[src/rtl/uart_rx_fifo.sv]
// Receive-side byte FIFO behind the UART receiver, with a first-word-fall-through read port, fill level, overrun and irq.
// Optional idle-timeout interrupt is compiled in with `define UART_RX_FIFO_TIMEOUT_EN.
module uart_rx_fifo #(
    parameter int DEPTH          = 8,
    parameter int ADDR_W         = 3,
    parameter int IRQ_LEVEL      = 1,
    parameter int TIMEOUT_CYCLES = 1024
) (
    input  logic              sysclk,
    input  logic              reset,
    input  logic              rx_en,
    input  logic [7:0]        rx_data,
    input  logic              rx_status,
    input  logic              rd_en,
    input  logic              flush,
    input  logic              clr_overrun,
    output logic [7:0]        rd_data,
    output logic              rd_valid,
    output logic              full,
    output logic [ADDR_W:0]   count,
    output logic              overrun,
    output logic              irq
);

    localparam logic [ADDR_W:0] DEPTH_C = (ADDR_W+1)'(DEPTH);
    localparam logic [ADDR_W:0] IRQ_C   = (ADDR_W+1)'(IRQ_LEVEL);

    logic [7:0]        mem [DEPTH];
    logic [ADDR_W-1:0] wr_ptr;
    logic [ADDR_W-1:0] rd_ptr;
    logic              stat_p1;
    logic              stat_p2;
    logic              push_req;
    logic              pop;
    logic              do_push;
    logic              do_pop;
    logic              drop;
    logic              timeout_flag;

    assign push_req = stat_p1 & ~stat_p2 & rx_en;
    assign pop      = rd_en & rd_valid;
    // A pop in the same edge frees the slot, so a push into a full FIFO is still accepted.
    assign do_push  = push_req & ~flush & (~full | pop);
    assign do_pop   = pop & ~flush;
    assign drop     = push_req & ~flush & full & ~pop;

    assign rd_valid = (count != '0);
    assign full     = (count == DEPTH_C);
    assign rd_data  = mem[rd_ptr];
    assign irq      = (count >= IRQ_C) | overrun | timeout_flag;

    // stage p1/p2: rx_status edge detect; rx_data is taken one edge after the pulse is seen
    always_ff @(posedge sysclk or negedge reset) begin
        if (!reset) begin
            stat_p1 <= 1'b0;
            stat_p2 <= 1'b0;
            wr_ptr  <= '0;
            rd_ptr  <= '0;
            count   <= '0;
            overrun <= 1'b0;
        end else begin
            stat_p1 <= rx_status;
            stat_p2 <= stat_p1;
            if (flush) begin
                wr_ptr <= '0;
                rd_ptr <= '0;
                count  <= '0;
            end else begin
                if (do_push)
                    wr_ptr <= wr_ptr + 1'b1;
                if (do_pop)
                    rd_ptr <= rd_ptr + 1'b1;
                if (do_push && !do_pop)
                    count <= count + 1'b1;
                else if (!do_push && do_pop)
                    count <= count - 1'b1;
            end
            if (drop)
                overrun <= 1'b1;
            else if (clr_overrun)
                overrun <= 1'b0;
        end
    end

    always_ff @(posedge sysclk) begin
        if (do_push)
            mem[wr_ptr] <= rx_data;
    end

`ifdef UART_RX_FIFO_TIMEOUT_EN
    localparam logic [15:0] TO_LAST = 16'(TIMEOUT_CYCLES - 1);

    logic [15:0] idle_cnt;

    always_ff @(posedge sysclk or negedge reset) begin
        if (!reset) begin
            idle_cnt     <= '0;
            timeout_flag <= 1'b0;
        end else if (push_req || pop || flush || count == '0) begin
            idle_cnt     <= '0;
            timeout_flag <= 1'b0;
        end else if (count < IRQ_C) begin
            // Below the level threshold a trickle of bytes still raises irq after the idle period.
            if (idle_cnt == TO_LAST)
                timeout_flag <= 1'b1;
            else
                idle_cnt <= idle_cnt + 1'b1;
        end
    end
`else
    assign timeout_flag = (TIMEOUT_CYCLES < 0);
`endif

endmodule

[config.mk]
export PLATFORM = sky130hd
export DESIGN_NAME = uart_rx_fifo
export DESIGN_NICKNAME = d
export VERILOG_FILES = /design/src/rtl/uart_rx_fifo.sv
export SDC_FILE = /design/constraint.sdc
export NUM_CORES = 1
export LEC_CHECK = 0
export CAP_MARGIN = 30
export CORE_MARGIN = 5
export CORE_UTILIZATION = 40
export CTS_CLUSTER_SIZE = 16
export DETAILED_ROUTE_END_ITERATION = 10
export HOLD_SLACK_MARGIN = 0.06
export PLACE_DENSITY = 0.63
export SLEW_MARGIN = 10
export SYNTH_ARGS = -nofsm -noshare
export SYNTH_HDL_FRONTEND = slang
export SYNTH_SLANG_ARGS = --single-unit
[constraint.sdc]
create_clock -name sysclk -period 3.2 [get_ports sysclk]
set_input_delay 0.64 -clock sysclk [delete_from_list [all_inputs] [get_ports sysclk]]
set_output_delay 0.64 -clock sysclk [all_outputs]
set_load 0.03 [all_outputs]
# Yosys cells after proc, flatten, opt, wreduce, memory -nomap -nowiden
# Memories as Yosys holds them, arrays and structs flattened.
# Index checks and enable logic that the tools add are counted.
[totals] regBits=13 ramBits=64 input_bits=15 output_inout_bits=16 wordCells=47 n_memories=1
[mem_list] memory="mem" depth=8 width=8 read_ports=1 rd_ports_with_merged_regs=0 wr=1 line="28" source="logic [7:0] mem [DEPTH];"
[op_classes] addsub=4 n_lt_le_gt_ge=1 n_eq_ne=1 muxes=11 bitwise=14 reduce_logical=9
[op_table] operator="3-bit 2-to-1 mux" count=4
[op_table] operator="4-bit 2-to-1 mux" count=3
[op_table] operator="1-bit AND" count=8
[op_table] operator="3-bit by 1-bit adder with 3-bit output, second input constant" count=2
[op_table] operator="2-bit nonzero test" count=3
[op_table] operator="4-bit by 1-bit adder with 4-bit output, second input constant" count=1
[op_table] operator="4-bit == test, second input constant" count=1
[op_table] operator="4-bit by 1-bit greater-or-equal comparator with 1-bit output, second input constant" count=1
[op_table] operator="1-bit 2-to-1 mux" count=4
[op_table] operator="1-bit NOT" count=4
[op_table] operator="4-bit nonzero test" count=1
[op_table] operator="4-bit by 1-bit subtractor with 4-bit output, second input constant" count=1
[op_table] operator="3-bit nonzero test" count=1
[op_table] operator="1-bit logical AND" count=2
[op_table] operator="1-bit logical NOT" count=2
[op_table] operator="1-bit bitwise OR" count=2

# Longest topological paths before layout
# Gate-level depths: netlist of the first run.
[depth] word_depth=10 mapped_depth=8 ltp_nobuf=6

# Worst setup path before layout of the first run
# OpenSTA, ideal clock, no wires.
[synth_path] path_type="reg-to-reg" from="reg count[1]" to="mem mem[0][0], enable pin" setup_ps=383 arrival_ps=2058 path_slack_ps=759 path_stages_with_launch=7 path_buffers=0 cell_sequence="dfrtp_1 inv_1 ha_1 nand4bb_1 and2_1 nand2b_1 nor3_1"
[synth_between] elab_chain_cells=6
[synth_rtl] item="from (decl)" line="20" source="output logic [ADDR_W:0] count,"
[synth_rtl] item="from (signal assigned)" line="74" source="count <= count + 1'b1;"
[synth_rtl] item="from (signal assigned)" line="76" source="count <= count - 1'b1;"
[synth_rtl] item="4-bit nonzero test or 4-bit == test (tied branches)" line="47, 48"
[synth_rtl] item="1-bit AND or 1-bit NOT (tied branches)" line="41, 43"
[synth_rtl] item="1-bit bitwise OR (*)" line="43" source="assign do_push = push_req & ~flush & (~full | pop);"
[synth_rtl] item="1-bit AND (*)" line="43"
[synth_rtl] item="1-bit 2-to-1 mux (*)" line="86" source="if (do_push)"
[synth_rtl] item="1-bit 2-to-1 mux (not written as such) (*)" line="87" source="mem[wr_ptr] <= rx_data;"
[synth_rtl] item="to (decl)" line="28"
# Every way passes the cells marked *; elsewhere a longest branch is shown, timed or not.

# Final worst setup path of the first run
[layout_path] from="reg count[1]" to="out rd_valid"
[layout_between] elab_chain_cells=1
[layout_rtl] item="4-bit nonzero test" line="47" source="assign rd_valid = (count != '0);"
[layout_rtl] item="to (decl)" line="18" source="output logic rd_valid,"
# No other way between the ends.

==> results_dict.tcl, run 1 <==
set metrics [dict create \
    skew_ps 7.44 \
    synth_seq_cells 77 \
    crit_path_start_kind "register" \
    grt_use_total_pct 12.4 \
    hold_violations 0 \
    whs_endpoint "stat_p2" \
    layout_commonest_cell "edfxtp_1" \
    drive_gt1_share_pct 23.4 \
    min_path_type "reg -> reg" \
    grt_pass1_vias 1746 \
    yosys_warnings 0 \
    area_delta_synth_final_pct 22.5 \
    ys_seq_area_share_pct 69.5 \
    antenna_found_initial 0 \
    cpLargestDelayFamily "buffers and inverters" \
    min_path_cells 0 \
    cts_max_level 3 \
    utilization_pct 50.7 \
    syn-mean-instance-area_um2 17.7 \
    worst-slew-pin-transition_ps 631 \
    ant_nets 0 \
    drt_first_pass_iters 4 \
    dp_hpwl_um 3590 \
    gp_routability_congestion 0.779 \
    ios 31 \
    setup_ws_ps 240 \
    layout_common_cells "edfxtp_1, clkdlybuf4s50_1, mux4_2, nor2_1, dfrtp_1" \
    path_cells "inv_1 -> ha_1 -> or3b_1 -> clkdlybuf4s50_1" \
    slew_headroom_pct 57.8 \
    rr_endpoint "count[2]" \
    grt_use_met1_pct 15.9 \
    cts_setup_buffers 0 \
    gr-usage-met3_pct 2.50 \
    numCtsBuffers 9 \
    p_per_area_nw_per_um2 736 \
    drc 0 \
    synthDistinctLibCells 35 \
    grtUsageMet2_pct 19.9 \
    n_fill_cell 637 \
    rsz0062_at_grt "no" \
    nets 247 \
    start_util_pct 41.4 \
    setup_violations 0 \
    synth_area_um2 3230 \
    crit_path_max_incr_delay_ps 630 \
    cts_hold_buffers 0 \
    cts_sinks 77 \
    globalRouteOverflowTotal 0 \
    vdd_ir_drop_max_v 0.000273 \
    path_buf_inv 2 \
    status "complete, no violations" \
    clk-insertion-delay-late_ps 340 \
    drt_iter0_drc 51 \
    finalInstanceArea_um2 3960 \
    timing.fmax_ghz 0.338 \
    ctsResizeCount 0 \
    diodes 0 \
    rr_startpoint "count[1]" \
    crit_arrival_ps 2320 \
    die_h_um 99.9 \
    clkSlewWorstSetupHoldPaths_ps 90 \
    required_ps 2560 \
    post-route-period-util_pct 92.5 \
    syn_nets 204 \
    synthCells 183 \
    total_power_mw 2.91 \
    via_per_inst 5.02 \
    reg2reg_depth 6 \
    hold_start "stat_p1" \
    die-area_um2 9980 \
    rows 32 \
    tritoncts "done" \
    core_um2 7810 \
    max_cap_viol_count 0 \
    setup_tns_ps 0 \
    crit_type "reg -> out" \
    root_buffer "clkbuf_8" \
    clock_path_buffers 2 \
    die_w_um 99.9 \
    routed_wl_um 5670 \
    critPathMaxFanout 7 \
    post-place-ws_ps 583 \
    grt_max_degree 19 \
    r2r_slack_ps 1000 \
    port_buffers 30 \
    wl_per_cell_um 17.0 \
    finalWorstPathRequiredPeriod_ps 2960 \
    worst_setup_path_end_kind "output pin" \
    crit_slowest_cell "clkdlybuf4s50_1" \
    slew_violations 0 \
    grt-busiest-layer "met2" \
    vias 1670 \
    cp_num_cells 4 \
    place_area_um2 3720 \
    p_leak_nw 1.36 \
    grt_pass1_wl_um 9230 \
]
[through the flow]
| step | hold WS [ps] | std cells |
|---|---|---|
| 2_1_floorplan | 344 | 183 |
| 3_3_place_gp | 380 | 317 |
| 3_5_place_dp | 391 | 317 |
| 4_1_cts | 411 | 333 |
| 5_1_grt | 424 | 333 |
| 6_report | 406 | 333 |
[kinds of logic (layout without fill, tap and decap cells)]
family / Yosys count / after routing / share of synthesized area [%]
multiplexers: 30 / 30 / 15.9
AO/OA/AOI/OAI: 10 / 10 / 1.90
adder cells (fa/ha/maj): 7 / 7 / 2.63
flip-flops: 77 / 77 / 69.5
AND/OR/NAND/NOR: 43 / 43 / 7.36
buffers and inverters: 13 / 61 / 1.86
XOR/XNOR: 3 / 3 / 0.813
[sequential cells by signal, indices dropped and copies added (netlist names)]
| name | cells |
|---|---|
| mem | 64 |
| count | 4 |
| rd_ptr | 3 |
| wr_ptr | 3 |
| overrun | 1 |
| stat_p1 | 1 |
| stat_p2 | 1 |
[synth_stat cells]
cell type	instances	share of area (%)
and4bb_2	1	0.39
buf_6	1	0.35
nor4b_1	1	0.27
or3b_1	1	0.27
o211ai_1	1	0.23
maj3_1	1	0.31
edfxtp_1	64	59
mux2_2	9	3.1
nand2b_1	5	0.97
buf_1	2	0.23
dfrtp_1	13	10
clkbuf_1	3	0.35
xnor2_1	1	0.27
mux2i_1	3	0.93
nor2b_1	2	0.39
inv_1	4	0.46
nand3_1	2	0.31
nand4bb_1	2	0.70
a21oi_1	4	0.62
mux2_1	2	0.70
mux4_2	16	11
and2_4	1	0.27
a32oi_1	1	0.27
o22ai_1	1	0.19
nor4_1	2	0.39
nand2_1	5	0.58
ha_1	6	2.3
xor2_1	2	0.54
nor2_1	16	1.9
o21ai_0	2	0.31
buf_2	3	0.46
and3b_1	1	0.27
nor3_1	2	0.31
and2_1	2	0.39
a2111oi_0	1	0.27
[layer usage]
metal | wire length (um) | vias to the layer above | part of all wire [%]
met4 | 127 | 0 | 2.2
met2 | 2790 | 24 | 49
li1 | - | 799 | -
met3 | 155 | 10 | 2.7
met5 | 0 | - | 0
met1 | 2600 | 837 | 46
[worst register-to-register path, stage by stage (launching register included)]
cell	delay, ps
dfrtp_1	470
inv_1	200
ha_1	230
or3b_1	460
and2_4	230
a32oi_1	180
mux2_1	330
[cell type report]
cell class,count,area [um^2],area share [%]
multi-input combinational,93,925,23.3
clock buffer,9,124,3.13
inverter,4,15.0,0.379
sequential,77,2250,56.7
clock inverter,7,114,2.88
tap,102,128,3.22
timing repair buffer,41,408,10.3
[worst max-delay path by stage]
stage	startpoint	endpoint	slack, ps
2_1_floorplan	count[1]	mem[0][0]	760
3_3_place_gp	rd_en	mem[0][7]	590
3_5_place_dp	rd_en	mem[0][7]	580
4_1_cts	rd_ptr[0]	rd_data[5]	230
5_1_grt	count[1]	rd_valid	110
6_report	count[1]	rd_valid	240
[where the power goes]
group / internal, mW / leakage (nW) / switching [mW]
clock: 0.462 / 0.121 / 0.396
sequential: 1.12 / 0.749 / 0.0561
combinational: 0.443 / 0.491 / 0.437
total: 2.02 / 1.36 / 0.890
No activity file was read; power rests on OpenSTA's default activity.
==> run 2: changes to the inputs <==
--- a/config.mk
+++ b/config.mk
@@ -7,11 +7,11 @@
 export LEC_CHECK = 0
 export CAP_MARGIN = 30
 export CORE_MARGIN = 5
-export CORE_UTILIZATION = 40
+export CORE_UTILIZATION = 45
 export CTS_CLUSTER_SIZE = 16
 export DETAILED_ROUTE_END_ITERATION = 10
 export HOLD_SLACK_MARGIN = 0.06
-export PLACE_DENSITY = 0.63
+export PLACE_DENSITY = 0.69
 export SLEW_MARGIN = 10
 export SYNTH_ARGS = -nofsm -noshare
 export SYNTH_HDL_FRONTEND = slang
==> run 2 against run 1 <==
Clock skew increased by 1.5 ps. Register-to-register slack gained 40 ps. Total power rose by 0.47%. Global-route usage up 1.9 points. Largest cell class unchanged. Largest power group unchanged.
==> results_dict.tcl, run 2 (synthesized netlist as in run 1, its figures left out) <==
set metrics [dict create \
    status "complete, no violations" \
    cts_setup_buffers 0 \
    routed_wl_um 5710 \
    crit_arrival_ps 2310 \
    start_util_pct 46.8 \
    largest_reg_flops 64 \
    post-route-period-util_pct 92.2 \
    setup_violations 0 \
    tritoncts "done" \
    max_cap_viol_count 0 \
    layout_commonest_cell "edfxtp_1" \
    crit_path_max_incr_delay_ps 600 \
    die_w_um 94.7 \
    vdd_ir_drop_max_v 0.000309 \
    drive_gt1_share_pct 22.9 \
    via_per_inst 5.15 \
    clkSlewWorstSetupHoldPaths_ps 80 \
    ant_nets 0 \
    hold_violations 0 \
    port_buffers 30 \
    grt_max_degree 19 \
    drc 0 \
    rsz0062_at_grt "no" \
    finalInstanceArea_um2 3950 \
    area_delta_synth_final_pct 22.2 \
    worst-slew-pin-transition_ps 589 \
    clk-insertion-delay-late_ps 340 \
    top_register "mem" \
    grt_pass1_vias 1764 \
    layout_common_cells "edfxtp_1, clkdlybuf4s50_1, mux4_2, nor2_1, dfrtp_1" \
    timing.fmax_ghz 0.339 \
    die_h_um 94.7 \
    antenna_found_initial 0 \
    drt_first_pass_iters 4 \
    globalRouteOverflowTotal 0 \
    vias 1683 \
    ios 31 \
    worst_setup_path_end_kind "output pin" \
    clock_path_buffers 2 \
    rows 30 \
    cts_sinks 77 \
    root_buffer "clkbuf_8" \
    min_path_type "reg -> reg" \
    core_um2 6910 \
    numCtsBuffers 9 \
    setup_tns_ps 0 \
    critPathMaxFanout 18 \
    largestRegisters "mem x64, count x4" \
    place_area_um2 3700 \
    grt_use_total_pct 14.4 \
    dp_hpwl_um 3770 \
    required_ps 2560 \
    ctsResizeCount 0 \
    slew_headroom_pct 60.6 \
    gp_routability_congestion 0.813 \
    crit_type "reg -> out" \
    nets 247 \
    timing.hold.ws_ps 405 \
    drt_iter0_drc 95 \
    slew_violations 0 \
    wl_per_cell_um 17.4 \
    diodes 0 \
    p_per_area_nw_per_um2 741 \
    finalWorstPathRequiredPeriod_ps 2950 \
    die-area_um2 8980 \
    crit_slowest_cell "clkdlybuf4s50_1" \
    cts_hold_buffers 0 \
    p_leak_nw 1.36 \
    r2r_slack_ps 1040 \
    path_cells "buf_12 -> mux4_2 -> mux2_2 -> clkdlybuf4s50_1" \
    reg2reg_depth 6 \
    grt_pass1_wl_um 9260 \
    cts_max_level 3 \
    crit_path_start_kind "register" \
    min_path_cells 0 \
    skew_ps 8.99 \
]
[run 2: final timing paths]
check,start,endpoint
max,rd_ptr[0],rd_data[7]
min,stat_p1,stat_p2
max reg2reg,count[1],count[2]
min reg2reg,stat_p1,stat_p2
max in group asynchronous,reset,rd_ptr[2]
min in group asynchronous,reset,overrun
[run 2: stage by stage]
step	cells	setup WS (ps)	utilization, %	total power [mW]
floorplan	183	759	-	1.81
global placement	311	609	53.6	2.08
detailed placement	311	605	53.6	2.09
CTS	327	210	57.2	2.96
global route	327	135	57.2	3.06
finish	327	250	57.2	2.93
[run 2: cell type report]
type                       count  area, um^2
timing repair buffer          41         395
tap                           96         120
clock inverter                 7         123
multi-input combinational     93         925
inverter                       4        15.0
fill                         554        2960
sequential                    77        2250
clock buffer                   9         124
[run 2: power breakdown]
| part | internal (mW) | switching, mW | leakage, nW |
|---|---|---|---|
| Sequential | 1.12 | 0.0521 | 0.749 |
| Combinational | 0.439 | 0.441 | 0.488 |
| Clock | 0.523 | 0.352 | 0.123 |
| Total | 2.08 | 0.846 | 1.36 |
[run 2: worst max-delay path, delay by kind of cell, from the launching register on]
family | cells | cell delay (ps)
multiplexers | 2 | 800
flip-flops | 1 | 370
buffers and inverters | 2 | 800
[run 2: per-layer routing]
metal / part of all wire (%) / wire [um] / up-vias / global-route usage (%)
met3: 5.5 / 315 / 10 / 2.55
li1: - / - / 804 / -
met1: 45 / 2570 / 837 / 19.7
met4: 2.2 / 123 / 0 / 7.93
met5: 0 / 0 / - / 0
met2: 47 / 2690 / 32 / 21.7
==> run 3: changes to the inputs <==
--- a/config.mk
+++ b/config.mk
@@ -10,8 +10,9 @@
 export CORE_UTILIZATION = 45
 export CTS_CLUSTER_SIZE = 16
 export DETAILED_ROUTE_END_ITERATION = 10
+export DONT_BUFFER_PORTS = 1
 export HOLD_SLACK_MARGIN = 0.06
-export PLACE_DENSITY = 0.69
+export PLACE_DENSITY = 0.64
 export SLEW_MARGIN = 10
 export SYNTH_ARGS = -nofsm -noshare
 export SYNTH_HDL_FRONTEND = slang
==> run 3 against run 2 <==
Die area did not move. Largest cell class unchanged. Clock skew rose by 1.5 ps. Sequential share of layout area is 6.0 points higher. Wire length grew 4.4%.
==> results_dict.tcl, run 3 (synthesized netlist as in run 1, its figures left out) <==
set metrics [dict create \
    status "complete, no violations" \
    crit_type "reg -> reg" \
    cpLargestDelayFamily "simple AND/OR/NAND/NOR gates" \
    setup_violations 0 \
    cts_sinks 77 \
    vdd_ir_drop_max_v 0.000252 \
    crit_path_start_kind "register" \
    die-area_um2 8980 \
    clk-insertion-delay-late_ps 330 \
    diodes 0 \
    top_register "mem" \
    via_per_inst 5.51 \
    drc 0 \
    p_per_area_nw_per_um2 711 \
    post-route-period-util_pct 84.2 \
    nets 217 \
    grt_pass1_wl_um 9610 \
    cts_hold_buffers 1 \
    crit_slowest_cell "dfrtp_1" \
    core_um2 6910 \
    cts_max_level 3 \
    vias 1636 \
    slew_violations 0 \
    clkSlewWorstSetupHoldPaths_ps 70 \
    utilization_pct 51.8 \
    globalRouteOverflowTotal 0 \
    skew_ps 10.5 \
    drive_gt1_share_pct 24.4 \
    largestRegisters "mem x64, count x4" \
    min_path_type "in -> reg" \
    antenna_found_initial 0 \
    grt_use_total_pct 14.7 \
    port_buffers 0 \
    cts_setup_buffers 0 \
    total_power_mw 2.54 \
    area_delta_synth_final_pct 10.6 \
    crit_path_max_incr_delay_ps 640 \
    drt_first_pass_iters 4 \
    ant_nets 0 \
    routed_wl_um 5960 \
    crit_arrival_ps 2650 \
    slew_headroom_pct 50.1 \
    path_buf_inv 1 \
    timing.fmax_ghz 0.371 \
    critPathMaxFanout 8 \
    setup_tns_ps 0 \
    clock_path_buffers 2 \
    drt_iter0_drc 127 \
    path_cells "inv_1 -> ha_1 -> nand4bb_1 -> and2_1 -> nand2b_1 -> nor2_1" \
    worst-slew-pin-transition_ps 749 \
    finalWorstPathRequiredPeriod_ps 2690 \
    numCtsBuffers 9 \
    dp_hpwl_um 4220 \
    grt_max_degree 19 \
    die_w_um 94.7 \
    layout_commonest_cell "edfxtp_1" \
    required_ps 3160 \
    ctsResizeCount 0 \
    wl_per_cell_um 20.1 \
    grt_pass1_vias 1734 \
    root_buffer "clkbuf_8" \
    gp_routability_congestion 0.844 \
    worst_setup_path_end_kind "register" \
    die_h_um 94.7 \
    rsz0062_at_grt "no" \
    hold_violations 0 \
    layout_common_cells "edfxtp_1, mux4_2, nor2_1, dfrtp_1, buf_4" \
    start_util_pct 46.8 \
    rows 30 \
    ios 31 \
    largest_reg_flops 64 \
    p_leak_nw 1.21 \
    tritoncts "done" \
    max_cap_viol_count 0 \
]
## run 3: metrics by stage
step	setup WS, ps	cells	instance area [um^2]	hold WS, ps
2_1_floorplan	759	183	3230	344
3_3_place_gp	689	280	3380	345
3_5_place_dp	527	280	3380	345
4_1_cts	478	297	3570	310
6_report	507	297	3570	332
5_1_grt	325	297	3570	307
## run 3: final cells by class
cell class / count / area, um^2
multi-input combinational: 93 / 925
sequential: 77 / 2250
tap: 96 / 120
inverter: 4 / 15.0
fill: 583 / 3330
timing repair buffer: 11 / 85.1
clock inverter: 5 / 51.3
clock buffer: 11 / 131
## run 3: final timing paths
path | start | endpoint | slack, ps | cells after the start
max in group asynchronous | reset | wr_ptr[2] | 2070 | 1
worst max-delay path | count[1] | mem[4][2] | 510 | 6
worst min-delay path | rx_status | stat_p1 | 330 | 0
worst min register to register | stat_p1 | stat_p2 | 410 | 0
min in group asynchronous | reset | overrun | 740 | 1
worst max register to register | count[1] | mem[4][2] | 510 | 6
## run 3: worst register-to-register path: cells and delay by family (launching register included)
family | cells | cell delay [ps]
and+or+nand+nor | 4 | 1190
DFF | 1 | 640
adders and majority gates | 1 | 280
buffers and inverters | 1 | 220
## run 3: routing by layer
layer	part of all wire (%)	vias up	track usage [%]
met3	6.1	7	3.90
li1	-	739	-
met5	0	-	0
met2	51	56	22.5
met1	42	834	19.7
met4	1.1	0	6.61
## run 3: report_power, final
| group | switching [mW] | leakage, nW | internal (mW) |
|---|---|---|---|
| clock network | 0.320 | 0.0924 | 0.356 |
| registers | 0.108 | 0.749 | 1.12 |
| logic | 0.362 | 0.369 | 0.276 |
==> variant 1, RTL diff (settings of run 3) <==
`DEPTH`: 8 -> 16.
--- a/src/rtl/uart_rx_fifo.sv
+++ b/src/rtl/uart_rx_fifo.sv
@@ -2,5 +2,5 @@
 // Optional idle-timeout interrupt is compiled in with `define UART_RX_FIFO_TIMEOUT_EN.
 module uart_rx_fifo #(
-    parameter int DEPTH          = 8,
+    parameter int DEPTH          = 16,
     parameter int ADDR_W         = 3,
     parameter int IRQ_LEVEL      = 1,
Formal check against the unedited RTL: not equivalent (a bounded check fails within 4 cycles, from zero or initial values and one cycle with reset low).
==> variant 1 against run 3 <==
Worst setup slack better by 0.011 ns; count of clock-buffer cells in the layout is 2 lower; sequential power hardly changed; via count is 1.4% lower; utilization is 1.6 points lower; final area is 0.60% higher; wire length is 0.81% higher; critical endpoint is now rd_data[4]; clock skew is 0.0016 ns lower; power is 1.5% higher; area after synthesis is 1.0% higher; sequential share of layout area is 0.37 points lower; sequential cell count stayed put.
==> variant 1: results (changes against run 3) <==
status completed; Synth Area in Compound Gates 2.53% (+0.63 points); Critical Path Max Stage Delay 0.60 ns (-0.04 ns); Seq/Total Area, Yosys 68.8% (-0.72 points); sequential cell count 77 (unchanged); slowest cell on the critical path mux4_1; Arr. time, crit path 2.04 ns (-0.61 ns); DP Area 0.00340 mm² (+0.41%); comb_multi_in 84 (-9.7%); 1st-iter DRT viols 74 (-42%); gr usage total 14.9% (+0.22 points); final estimated routing congestion in global placement 0.812 (-3.9%); # Taps 99 (+3.1%); crit path to rd_data[4]; fillers 602 (+3.3%); Critical path origin rd_ptr[0]; R2R Setup Slk 0.66 ns (+0.15 ns); routed len/inst 20.5 µm (+2.2%); Cells after DPL 276 (-1.4%); fraction of area in registers 62.5% (-0.37 points); multi-input gate share of total cell area 25.4% (-0.43 points); clk slew on worst S/H paths 0.07 ns (about the same); Register-to-Register Path Depth 7 (+1); Metal-1 WL 2.38 mm (-3.9%); final layout net count 210 (-3.2%); largest fanout on the critical path 16 (+8); Peak VDD IR 0.447 mV (+77%); layout cell share with drive strength beyond 1 24.2% (-0.15 points); clock buffers 9 (-2); Avg Inst Size Synth 18.7 µm² (+5.7%); post-DR vias/cell 5.51 (about the same); deepest clock path buffer count 2 (unchanged); first-pass GRT wire length 9.57 mm (-0.43%); met3 WL 418 µm (+14%); Clock-cell share 5.29% (+0.18 points); vias in the first global route 1844 (+6.3%); Critical R2R Launch count[0]; worst hold margin 0.329 ns (-0.00261 ns); Crit path max-delay family multiplexers; post-synth cell types 39 (+11%); syn nets 196 (-3.9%); Non-clock buffer share 2.37% (-0.014 points); largest cells by area after synthesis edfxtp_1 59%, dfrtp_1 10%, mux4_1 6.4%, mux4_2 5.5%, mux2_2 2.8%; nonclk inv count 6 (+2); pre-CTS setup slack 0.681 ns (+0.154 ns); fraction of registers with async set or reset after synthesis 16.9% (unchanged); leak pwr 1.23 nW (+1.4%); Worst R2R End mem[1][4]; worst-margin pin slew 0.810 ns (+0.0612 ns); Layout Utilization 50.1% (-1.6 points); synth cell count leaders 64 x edfxtp_1, 13 x dfrtp_1, 10 x nor2_1; Layout Skew 0.00893 ns (-0.00156 ns); post-synthesis mux area share 15.0% (-0.89 points); wire length on met2 3.06 mm (+0.62%); post-route insts no fill 293 (-1.3%); XOR/XNOR share of the synthesized area 1.07% (+0.26 points); DP Wirelength 3.93 mm (-7.0%)
-- variant 1: logic make-up (layout without fill, tap and decap cells) --
family,Yosys count,count (layout)
buffers and inverters,14,33
DFF,77,77
AOI/OAI and AO/OA,11,11
muxes,25,25
adders and majority gates,6,6
and+or+nand+nor,38,38
xor gates and xnor gates,4,4
-- variant 1: report_power, final --
group | total [mW] | switching (mW) | internal [mW] | leakage [nW]
Clock | 0.691 | 0.336 | 0.355 | 0.0919
Combinational | 0.659 | 0.411 | 0.249 | 0.386
Sequential | 1.23 | 0.107 | 1.12 | 0.749
Total | 2.58 | 0.854 | 1.73 | 1.23
-- variant 1: routing by layer --
| metal | global-route usage [%] | up-vias |
|---|---|---|
| met5 | 0 | - |
| met1 | 16.6 | 817 |
| met4 | 7.93 | 0 |
| li1 | - | 730 |
| met3 | 5.92 | 13 |
| met2 | 24.5 | 53 |
-- variant 1: what timing repair did --
item | in CTS | in global routing
hold endpoints to repair | 13 | 0
hold buffers | 1 | 0
buffers inserted | 0 | 0
==> variant 2, RTL diff (flow settings as in run 3) <==
Without the edit above. Put a register stage on the output `irq`, without a reset. The value now appears one clock later. The other outputs are not delayed to match.
--- a/src/rtl/uart_rx_fifo.sv
+++ b/src/rtl/uart_rx_fifo.sv
@@ -48,5 +48,7 @@
     assign full     = (count == DEPTH_C);
     assign rd_data  = mem[rd_ptr];
-    assign irq      = (count >= IRQ_C) | overrun | timeout_flag;
+    always_ff @(posedge sysclk) begin
+        irq <= (count >= IRQ_C) | overrun | timeout_flag;
+    end
 
     // stage p1/p2: rx_status edge detect; rx_data is taken one edge after the pulse is seen
Check against the original RTL: not equivalent (a bounded check fails within 4 cycles, from zero or initial values and one cycle with reset low).
==> variant 2 against run 3 <==
Highest routed layer unchanged; cell count grew 4.0%; wire length up 5.2%; sequential share of layout area shrank 1.9 points; sequential cell count grew 1; area after synthesis is 2.1% higher; utilization is 0.082 points higher; largest cell class unchanged; global-route usage is 0.56 points higher; power up 13%; final area up 4.1%; sequential power up 5%; combinational power is 8.6% higher; worst setup slack worse by 0.028 ns.
==> variant 2: results (changes against run 3) <==
synth cell count leaders 64 x edfxtp_1, 16 x mux4_2, 13 x dfrtp_1, 13 x nor2_1; fillers 573 (-1.7%); HP Class in2reg; leak pwr 1.24 nW (+2.7%); Crit path max-delay family simple AND/OR/NAND/NOR gates; Detailed Route WL 6.27 mm (+5.2%); post-synth cell types 38 (+8.6%); final estimated routing congestion in global placement 0.906 (+7.3%); gr usage total 15.2% (+0.56 points); port buffer count 0 (unchanged); diode count 0 (unchanged); largest cells by area after synthesis edfxtp_1 58%, mux4_2 11%, dfrtp_1 9.9%, mux2_2 2.7%, ha_1 2.3%; largest fanout on the critical path 10 (+2); largest net degree at the start of global routing 19 (unchanged); Arr. time, crit path 2.78 ns (+0.13 ns); post-CTS setup buffer count 0 (unchanged); H-tree depth 3 (unchanged); deepest clock path buffer count 2 (unchanged); internal power 1.96 mW (+12%); layout cell share with drive strength beyond 1 26.2% (+1.8 points); vias in the first global route 1924 (+11%); Synth warnings 0 (unchanged); Critical Path Max Stage Delay 0.72 ns (+0.08 ns); final layout net count 226 (+4.1%); Root Driver clkbuf_8; syn nets 211 (+3.4%); Rel. slew slack 44.5% (-5.5 points); top flop regs mem (64), count (4); post-DR vias/cell 5.78 (+4.9%); pre-CTS setup slack 0.515 ns (-0.0122 ns); clk slew on worst S/H paths 0.08 ns; DP Wirelength 4.26 mm (+1.0%); drt pass-1 iters 5 (+1); Vias 1786 (+9.2%); Peak VDD IR 0.390 mV (+55%); post-synthesis cell count 190 (+3.8%); slowest cell on the critical path dfrtp_1; number of synthesized flops with an enable pin 64 (unchanged); 1st-iter DRT viols 135 (+6.3%); Layout Skew 0.0142 ns (+0.00375 ns); fraction of registers with async set or reset after synthesis 16.7% (-0.22 points); initial antenna violation count 0 (unchanged); status completed; Cells after DPL 292 (+4.3%); Seq/Total Area, Yosys 68.7% (-0.79 points); first-pass GRT wire length 10.2 mm (+6.3%); Num CTS Buffers 9 (unchanged); clock latency on the worst-skew pair 0.34 ns
variant 2: layer usage:
| layer | global-route usage (%) | share of wire, % | routed length (µm) |
|---|---|---|---|
| met1 | 19.8 | 40 | 2500 |
| met4 | 6.40 | 1.7 | 106 |
| met3 | 3.63 | 6.9 | 430 |
| met2 | 24.6 | 52 | 3230 |
| met5 | 0 | 0 | 0 |
variant 2: final timing paths:
kind | startpoint | end | slack (ns) | cells past startpoint
max in group asynchronous | reset | wr_ptr[1] | 2.05 | 1
hold reg to reg | stat_p1 | stat_p2 | 0.40 | 0
setup reg to reg | count[0] | mem[5][0] | 0.48 | 7
min in group asynchronous | reset | count[1] | 0.74 | 1
setup / recovery | count[0] | mem[5][0] | 0.48 | 7
hold / removal | rx_status | stat_p1 | 0.34 | 0
variant 2: layout make-up:
type,instances,share of cell area [%]
Clock inverter,7,3.20
Inverter,8,0.807
Multi-Input combinational cell,95,25.7
Tap cell,99,3.33
Clock buffer,9,3.33
Timing Repair Buffer,13,2.69
Sequential cell,78,60.9
variant 2: kinds of logic after synthesis:
logic type	synth area share [%]
AND/OR/NAND/NOR	7.44
adder cells (fa/ha/maj)	2.28
AO/OA/AOI/OAI	3.95
flip-flops	68.7
multiplexers	14.3
buffers and inverters	2.28
XOR/XNOR	1.06
variant 2: power by group through the flow:
stage          sequential, mW  combinational [mW]  clock, mW
2_1_floorplan            1.26               0.622          0
5_1_grt                  1.30               0.749      0.938
3_3_place_gp             1.31               0.665          0
4_1_cts                  1.29               0.703      0.889
3_5_place_dp             1.32               0.695          0
6_report                 1.29               0.693      0.875
variant 2: metrics by stage:
step	instance area, µm²	util, %
6_report	3720	51.8
5_1_grt	3720	51.8
4_1_cts	3720	51.8
3_5_place_dp	3470	48.3
3_3_place_gp	3470	48.3
2_1_floorplan	3300	-
variant 2: what timing repair did:
item | CTS | global route
endpoints found under the hold margin | 13 | 0
hold buffers | 1 | 0
endpoints found under the setup margin | 0 | 0
gates resized for setup | 0 | 0
